<file path="src/rtl/ak4619_pkg.sv">
// Shared constants, sample type and frame-position helpers for the AK4619 TDM stage.
// Pure declarations: no logic, no latency, no backpressure.
// Frame position is always derived from the 8-bit 256fs counter through slot_of/bit_of.
package ak4619_pkg;

  localparam int N_CH       = 4;
  localparam int SLOT_BITS  = 32;
  localparam int FRAME_CLKS = 256;
  localparam int SAMPLE_W   = 16;

  typedef logic signed [SAMPLE_W-1:0] sample_t;

  function automatic logic [1:0] slot_of(input logic [7:0] cnt);
    return 2'(cnt >> 6);
  endfunction

  function automatic logic [4:0] bit_of(input logic [7:0] cnt);
    return 5'(cnt >> 1);
  endfunction

endpackage

</file>
<file path="src/rtl/tdm_shift_lane.sv">
// W-bit shift register lane: parallel load, MSB-first shift with serial fill, sync clear.
// Latency: one clk per load or shift.
// No backpressure: load_en has priority over shift_en; otherwise holds.
module tdm_shift_lane #(
  parameter int W = 16
) (
  input  logic         clk_256fs,
  input  logic         rst_n,
  input  logic         load_en,
  input  logic [W-1:0] load_dat,
  input  logic         shift_en,
  input  logic         shift_in,
  output logic [W-1:0] q
);

  always_ff @(posedge clk_256fs) begin
    if (!rst_n) begin
      q <= '0;
    end else if (load_en) begin
      q <= load_dat;
    end else if (shift_en) begin
      q <= {q[W-2:0], shift_in};
    end
  end

endmodule

</file>
<file path="src/rtl/ak4619_tdm_io.sv">
// AK4619 TDM stage: BCLK/LRCK generation, 4-slot ADC capture to sample_in, 4-slot DAC launch from sample_out.
// Latency: ADC slot -> sample_in at the next frame wrap; sample_out latched at wrap and sent that frame.
// No backpressure, free-running on clk_256fs. Build option TDM_LOOPBACK_EN adds an ADC->DAC loopback port.
module ak4619_tdm_io
  import ak4619_pkg::N_CH, ak4619_pkg::FRAME_CLKS, ak4619_pkg::slot_of, ak4619_pkg::bit_of;
#(
  parameter int W         = 16,
  parameter int SLOT_BITS = ak4619_pkg::SLOT_BITS
) (
  input  logic                clk_256fs,
  input  logic                rst_n,
  output logic                bclk,
  output logic                lrck,
  input  logic                sdin,
  output logic                sdout,
  output logic                sample_clk,
`ifdef TDM_LOOPBACK_EN
  input  logic                loopback,
`endif
  output logic signed [W-1:0] sample_in0,
  output logic signed [W-1:0] sample_in1,
  output logic signed [W-1:0] sample_in2,
  output logic signed [W-1:0] sample_in3,
  input  logic signed [W-1:0] sample_out0,
  input  logic signed [W-1:0] sample_out1,
  input  logic signed [W-1:0] sample_out2,
  input  logic signed [W-1:0] sample_out3
);

  localparam int CAP_BITS = (W < SLOT_BITS) ? W : SLOT_BITS;

  logic [7:0]   cnt;
  logic [7:0]   cnt_nxt;
  logic         wrap;
  logic [W-1:0] adc_q    [N_CH];
  logic [W-1:0] dac_src  [N_CH];
  logic [W-1:0] dac_hold [N_CH];
  logic [W-1:0] dac_q;
  logic [W-1:0] dac_word;
  logic         dac_load;
  logic         dac_tail_unused;

  assign cnt_nxt = cnt + 8'd1;
  assign wrap    = (cnt == 8'(FRAME_CLKS - 1));

  // ADC: one lane per slot, fed on bclk rising (cnt even), only the first W bits of the slot.
  for (genvar k = 0; k < N_CH; k++) begin : g_adc
    logic cap_en;
    assign cap_en = ~cnt[0] && (slot_of(cnt) == 2'(k)) && (int'(bit_of(cnt)) < CAP_BITS);

    tdm_shift_lane #(.W(W)) u_lane (
      .clk_256fs (clk_256fs),
      .rst_n     (rst_n),
      .load_en   (1'b0),
      .load_dat  ('0),
      .shift_en  (cap_en),
      .shift_in  (sdin),
      .q         (adc_q[k])
    );
  end

  always_comb begin
    dac_src[0] = sample_out0;
    dac_src[1] = sample_out1;
    dac_src[2] = sample_out2;
    dac_src[3] = sample_out3;
`ifdef TDM_LOOPBACK_EN
    if (loopback) begin
      for (int k = 0; k < N_CH; k++) dac_src[k] = adc_q[k];
    end
`endif
  end

  // Slot 0 is launched on the same edge its word is latched, so it bypasses the holding register.
  always_comb begin
    dac_load = cnt[0] && (bit_of(cnt_nxt) == 5'd0);
    dac_word = wrap ? dac_src[0] : dac_hold[slot_of(cnt_nxt)];
  end

  tdm_shift_lane #(.W(W)) u_dac_lane (
    .clk_256fs (clk_256fs),
    .rst_n     (rst_n),
    .load_en   (dac_load),
    .load_dat  (dac_word),
    .shift_en  (cnt[0]),
    .shift_in  (1'b0),
    .q         (dac_q)
  );

  // The lane MSB is a flop that changes only on bclk falling; zero fill mutes bits W..31.
  assign sdout           = dac_q[W-1];
  assign dac_tail_unused = ^dac_q[W-2:0];

  always_ff @(posedge clk_256fs) begin
    if (!rst_n) begin
      cnt        <= '0;
      bclk       <= 1'b0;
      lrck       <= 1'b0;
      sample_clk <= 1'b0;
      sample_in0 <= '0;
      sample_in1 <= '0;
      sample_in2 <= '0;
      sample_in3 <= '0;
      for (int k = 0; k < N_CH; k++) dac_hold[k] <= '0;
    end else begin
      cnt        <= cnt_nxt;
      bclk       <= cnt_nxt[0];
      lrck       <= ~cnt_nxt[7];
      sample_clk <= cnt_nxt[7];
      if (wrap) begin
        sample_in0 <= adc_q[0];
        sample_in1 <= adc_q[1];
        sample_in2 <= adc_q[2];
        sample_in3 <= adc_q[3];
        for (int k = 0; k < N_CH; k++) dac_hold[k] <= dac_src[k];
      end
    end
  end

endmodule

</file>
<file path="config.mk">
export PLATFORM = sky130hd
export DESIGN_NAME = ak4619_tdm_io
export DESIGN_NICKNAME = d
export VERILOG_FILES = /design/src/rtl/ak4619_pkg.sv /design/src/rtl/tdm_shift_lane.sv /design/src/rtl/ak4619_tdm_io.sv
export SDC_FILE = /design/constraint.sdc
export NUM_CORES = 1
export LEC_CHECK = 0
export CAP_MARGIN = 20
export CORE_UTILIZATION = 50
export DETAILED_ROUTE_END_ITERATION = 16
export PLACE_DENSITY_LB_ADDON = 0.15
export SYNTH_ARGS = -nofsm -noshare
export SYNTH_HDL_FRONTEND = slang
export SYNTH_SLANG_ARGS = --single-unit
</file>
<file path="constraint.sdc">
create_clock -name clk_256fs -period 3.6 [get_ports clk_256fs]
set_input_delay 0.9 -clock clk_256fs [delete_from_list [all_inputs] [get_ports clk_256fs]]
set_output_delay 0.9 -clock clk_256fs [all_outputs]
set_load 0.005 [all_outputs]
</file>
; Yosys cells after proc, flatten, opt, wreduce, memory -nomap -nowiden
; Memories as Yosys holds them, arrays and structs flattened.
; Index checks and enable logic that the tools add are counted.
[word_totals]
reg_bits = 155
wordCells = 49
ram_bits = 64
out_inout_bits = 68
input_bits = 67
memories = 1
[memory_table]
columns = memory, depth, width, rd, rd_ports_with_merged_regs, wr, line
row1 = dac_hold, 4, 16, 1, 0, 4, ak4619_tdm_io.sv:37  ; logic [W-1:0] dac_hold [N_CH];
[classes]
n_mux = 11
n_reduce_logical = 12
add_sub_neg = 1
n_lt_le_gt_ge = 1
n_bitwise = 6
n_eq_ne = 4
[op_table]
columns = cell, n
row1 = two-way mux 16 bit, 7
row2 = logical AND 1 bit, 9
row3 = adder 8 x 1 -> 8 bit (second input constant), 1
row4 = equality test 8 bit (second input constant), 1
row5 = logical NOT 5 bit, 1
row6 = < comparator 5 bit (second input constant), 1
row7 = equality test 2 bit (second input constant), 2
row8 = two-way mux 1 bit, 4
row9 = OR 1 bit, 4
row10 = equality test 2 x 1 -> 1 bit (second input constant), 1
row11 = logical NOT 2 bit, 1
row12 = NOT 1 bit, 2
row13 = nonzero test 2 bit, 1

; Depth between registers and ports, before layout
[logic_depth]
depth_word = 5
ltp_mapped = 10
ltp_nobuf = 7

; Modules after synthesis
; Synthesis repeated with hierarchy kept, for this count alone.
[unflattened]
cells_unflattened = 930
area_unflattened_um2 = 10167.3
[modules_own_cells]
columns = mod, seq_area_each_um2, cells_each, instances, area_each_um2
row1 = ak4619_tdm_io, 3383.2, 575, 1, 5906.9
row2 = tdm_shift_lane, 320.3, 71, 5, 852.1

; Worst setup path before layout
; Ideal clock, no wire load.
[synth_path]
path_type = register -> register
start = reg cnt[0]
end = mem dac_hold[0][0] (enable)
path_buffers = 3
t_arrival_ns = 3.146
stages_incl_launch_ff = 9
setup_time_ns = 0.424
slack_ns = 0.030
required_ns = 3.176
period_less_slack_ns = 3.570
path_cell_list = dfxtp_1 > ha_1 > nand3_1 > nor2_1 > buf_4 > nand2_1 > buf_2 > buf_1 > nand2_1
[synth_rtl]
columns = item, line
row1 = start: declaration, ak4619_tdm_io.sv:32  ; logic [7:0] cnt;
row2 = start signal: assignment, ak4619_tdm_io.sv:106  ; cnt <= cnt_nxt;
row3 = end: declaration, ak4619_tdm_io.sv:37

; Final worst setup path
[layout_path]
start = reg sample_clk
end = out sample_clk
[layout_rtl]
columns = item, line
row1 = start: declaration, ak4619_tdm_io.sv:16  ; output logic sample_clk,
row2 = start signal: assignment, ak4619_tdm_io.sv:109  ; sample_clk <= cnt_nxt[7];
; No word-level cell between the ends.

==> results.ini <==
[status]
status = finished clean

[floorplan]
ios = 135
die_x_um = 140.9
start_util_pct = 51.20
rows = 50
die_y_um = 140.9
coreArea_um2 = 18830
die_area_um2 = 19840

[grt]
grtUsageMet3_pct = 6.250
gr-usage-met2_pct = 35.98
antenna_found_initial = 0
grt_pass1_wl_um = 38220
grtUsageTotal_pct = 24.00
grt-busiest-layer = met2
grt_pass1_vias = 7145
grt_max_degree = 113
gr-total-overflow = 0
use_met1_pct = 34.33

[logic_synthesis]
syn_inst = 1005
ys_types = 65
synth_area_um2 = 9640
synth_seq_cells = 217
syn_avg_cell_area_um2 = 9.593
async_flop_share_pct = 0
synth_edf_count = 64
yosysWarnings = 0
ys_seq_area_share_pct = 51.71
synthFlopType = dfxtp_1
syn-num-nets = 1073

[timing]
hold_viol_final = 0
fin_crit_ns = 3.025
fin_tns_setup_ns = 0
skew_ns = 0.009457
period_share_pct = 84.03
rsz0062_at_grt = no
final-setup-viol-count = 0
clock.fmax_ghz = 0.3306
relSlewSlack_pct = 37.67
slew_violations = 0
worst_pin_slew_ns = 0.9349
whs_ns = 0.4515

[setup_path]
reg2reg_depth = 6
cp.depth = 1
required_ns = 2.70
crit_path_start_kind = flip-flop
r2r_end = u_dac_lane.q[1]
path_buf_inv = 1
worst-setup-path-type = reg -> out
cp_max_fo = 21
arrival_ns = 2.12
slowest_delay_ns = 0.91
cpLargestDelayFamily = flip-flops
cp_slowest_cell = dfxtp_1
ff2ff_setup_slack_ns = 0.84
r2r-start = cnt[5]
crit_chain = clkdlybuf4s50_1
crit_path_end_kind = output port

[drt]
antenna_left = 0
first_pass_iters = 8
drtIter0Drc = 647
drt_wl_total_um = 23660
vias = 7659
via_per_inst = 5.550
wl_per_cell_um = 17.15
drc = 0

[pwr]
switching_share_pct = 21.69
power.share.sequential_pct = 48.1
comb_power_share_pct = 5.2
power_density_nw_per_um2 = 461.1
pwr-share-clk_pct = 46.7
intPower_mw = 4.275
ir_drop_mv = 0.3826
leakagePower_nw = 4.185
power.switching_mw = 1.184

[place]
placed_area_um2 = 11000
detailed_place_hpwl_um = 15270
portBuffers = 134
routabilityCongestion = 0.8920

[cells_and_area]
area_growth_pct = 22.78
post_route_cells_drive_above_1_share_pct = 7.679
multi_input_area_um2 = 4163
diodes = 0
final_cell_area_um2 = 11840
final_nets = 1170
regArea_um2 = 4985
fillCellCount = 1606

[worst_hold_path]
whs_path_depth = 2
worstHoldStart = sample_in0[10]
hold_path.class = reg -> reg
min_to = sample_in0[10]

[cts]
cts_tree = done
clockRootBuffer = clkbuf_16
cts_hold_buf = 0
cts.sinks = 217
cts_inserted_buffers = 24
cts_setup_buffers = 0
clk_path_buf_depth = 3
cts_resized = 0
htreeDepth = 1
path_clk_slew_ns = 0.06
clk_latency_ns = 0.52

[flow_run]
cap_violations = 0

[area by class of cell]
class / count / share of cell area, %
inverter: 5 / 0.1586
multi-input combinational: 699 / 35.17
tap: 260 / 2.748
clock buffer: 31 / 5.381
sequential: 217 / 42.11
clock inverter: 13 / 1.681
timing repair buffer: 155 / 12.75
[power by group through the flow]
| stage | sequential [mW] | combinational (mW) | clock (mW) |
|---|---|---|---|
| final | 2.62 | 0.284 | 2.55 |
| after global routing | 2.63 | 0.308 | 2.70 |
| after floorplan | 2.65 | 0.168 | 0 |
| after detailed placement | 2.67 | 0.282 | 0 |
| after CTS | 2.62 | 0.284 | 2.59 |
| after global placement | 2.67 | 0.281 | 0 |
[worst max-delay path by stage]
stage / startpoint / endpoint / slack [ns]
after global routing: sample_clk / sample_clk / 0.48
after global placement: sample_clk / sample_in2[10] / 0.96
final: sample_clk / sample_clk / 0.58
after CTS: sample_clk / sample_clk / 0.58
after floorplan: cnt[0] / dac_hold[0][0] / 0.03
after detailed placement: cnt[0] / u_dac_lane.q[6] / 0.91
[synth_stat cells (all sizes together), types with 4 or more instances]
master,instances,area share [%]
edfxtp,64,20
nor2,6,0.26
nand3,27,1.5
a21oi,18,1.2
a221oi,10,0.91
nand2,280,11
and2,9,0.61
o21a,4,0.31
and3,73,4.8
buf,32,2.7
dfxtp,153,32
a21boi,134,10
o21ai,14,0.73
o2111a,12,1.4
a211oi,16,1.4
a21o,5,0.42
a22o,10,0.92
mux2i,10,1.0
nand3b,14,1.1
nor3,8,0.42
inv,5,0.19
a221o,4,0.47
o31ai,4,0.31
clkbuf,48,2.0
a2111oi,4,0.56
[cells in the final DEF, fill, tap and decap left out, types with 5 or more instances in the layout]
master           Yosys  routed
a211oi_1            15      15
nor3_1               8       6
nand3b_1            14      14
inv_1                5       5
clkdlybuf4s50_1      0     133
buf_4               12      21
o21ai_0             14      14
a21oi_1             16      16
nor2_1               5       5
a221oi_1            10      10
nand2_1            280     278
nand3_1             25      25
a22o_1               9       9
clkbuf_16            0      24
clkbuf_1            40       6
edfxtp_1            64      64
and3_1              71      71
a21boi_1            17      17
dfxtp_1            153     153
a21boi_0           117     117
mux2i_1             10      10
o2111a_1            12      12
and2_1               7       7
[metrics by stage]
step | util (%) | setup WS [ns] | std cells | total power, mW
CTS | 62.86 | 0.5766 | 1380 | 5.498
floorplan | - | 0.03008 | 1005 | 2.817
finish | 62.86 | 0.5750 | 1380 | 5.458
detailed placement | 58.42 | 0.9126 | 1336 | 2.955
global route | 62.86 | 0.4815 | 1380 | 5.633
global placement | 58.42 | 0.9633 | 1336 | 2.954
[routing by layer]
layer  part of all wire [%]  up-vias
met5                      0        -
met4                    2.1        0
met3                    8.8       45
met2                     44      282
met1                     45     3600
li1                       -     3732
[cell families after synthesis]
| group | synth area share, % |
|---|---|
| buffers and inverters | 5.269 |
| adder cells (fa/ha/maj) | 0.1298 |
| multiplexers | 1.038 |
| flip-flops | 51.71 |
| AND/OR/NAND/NOR | 20.69 |
| XOR/XNOR | 0.5452 |
| AO/OA/AOI/OAI | 20.62 |
[registers in the layout (all words and copies together) (netlist names), 7 cells and up]
name and count:
dac_hold 64, g_adc.u_lane.q 64, sample_in0 16, sample_in1 16
sample_in2 16, sample_in3 16, u_dac_lane.q 16, cnt 7
(Power assumes the default switching activity.)
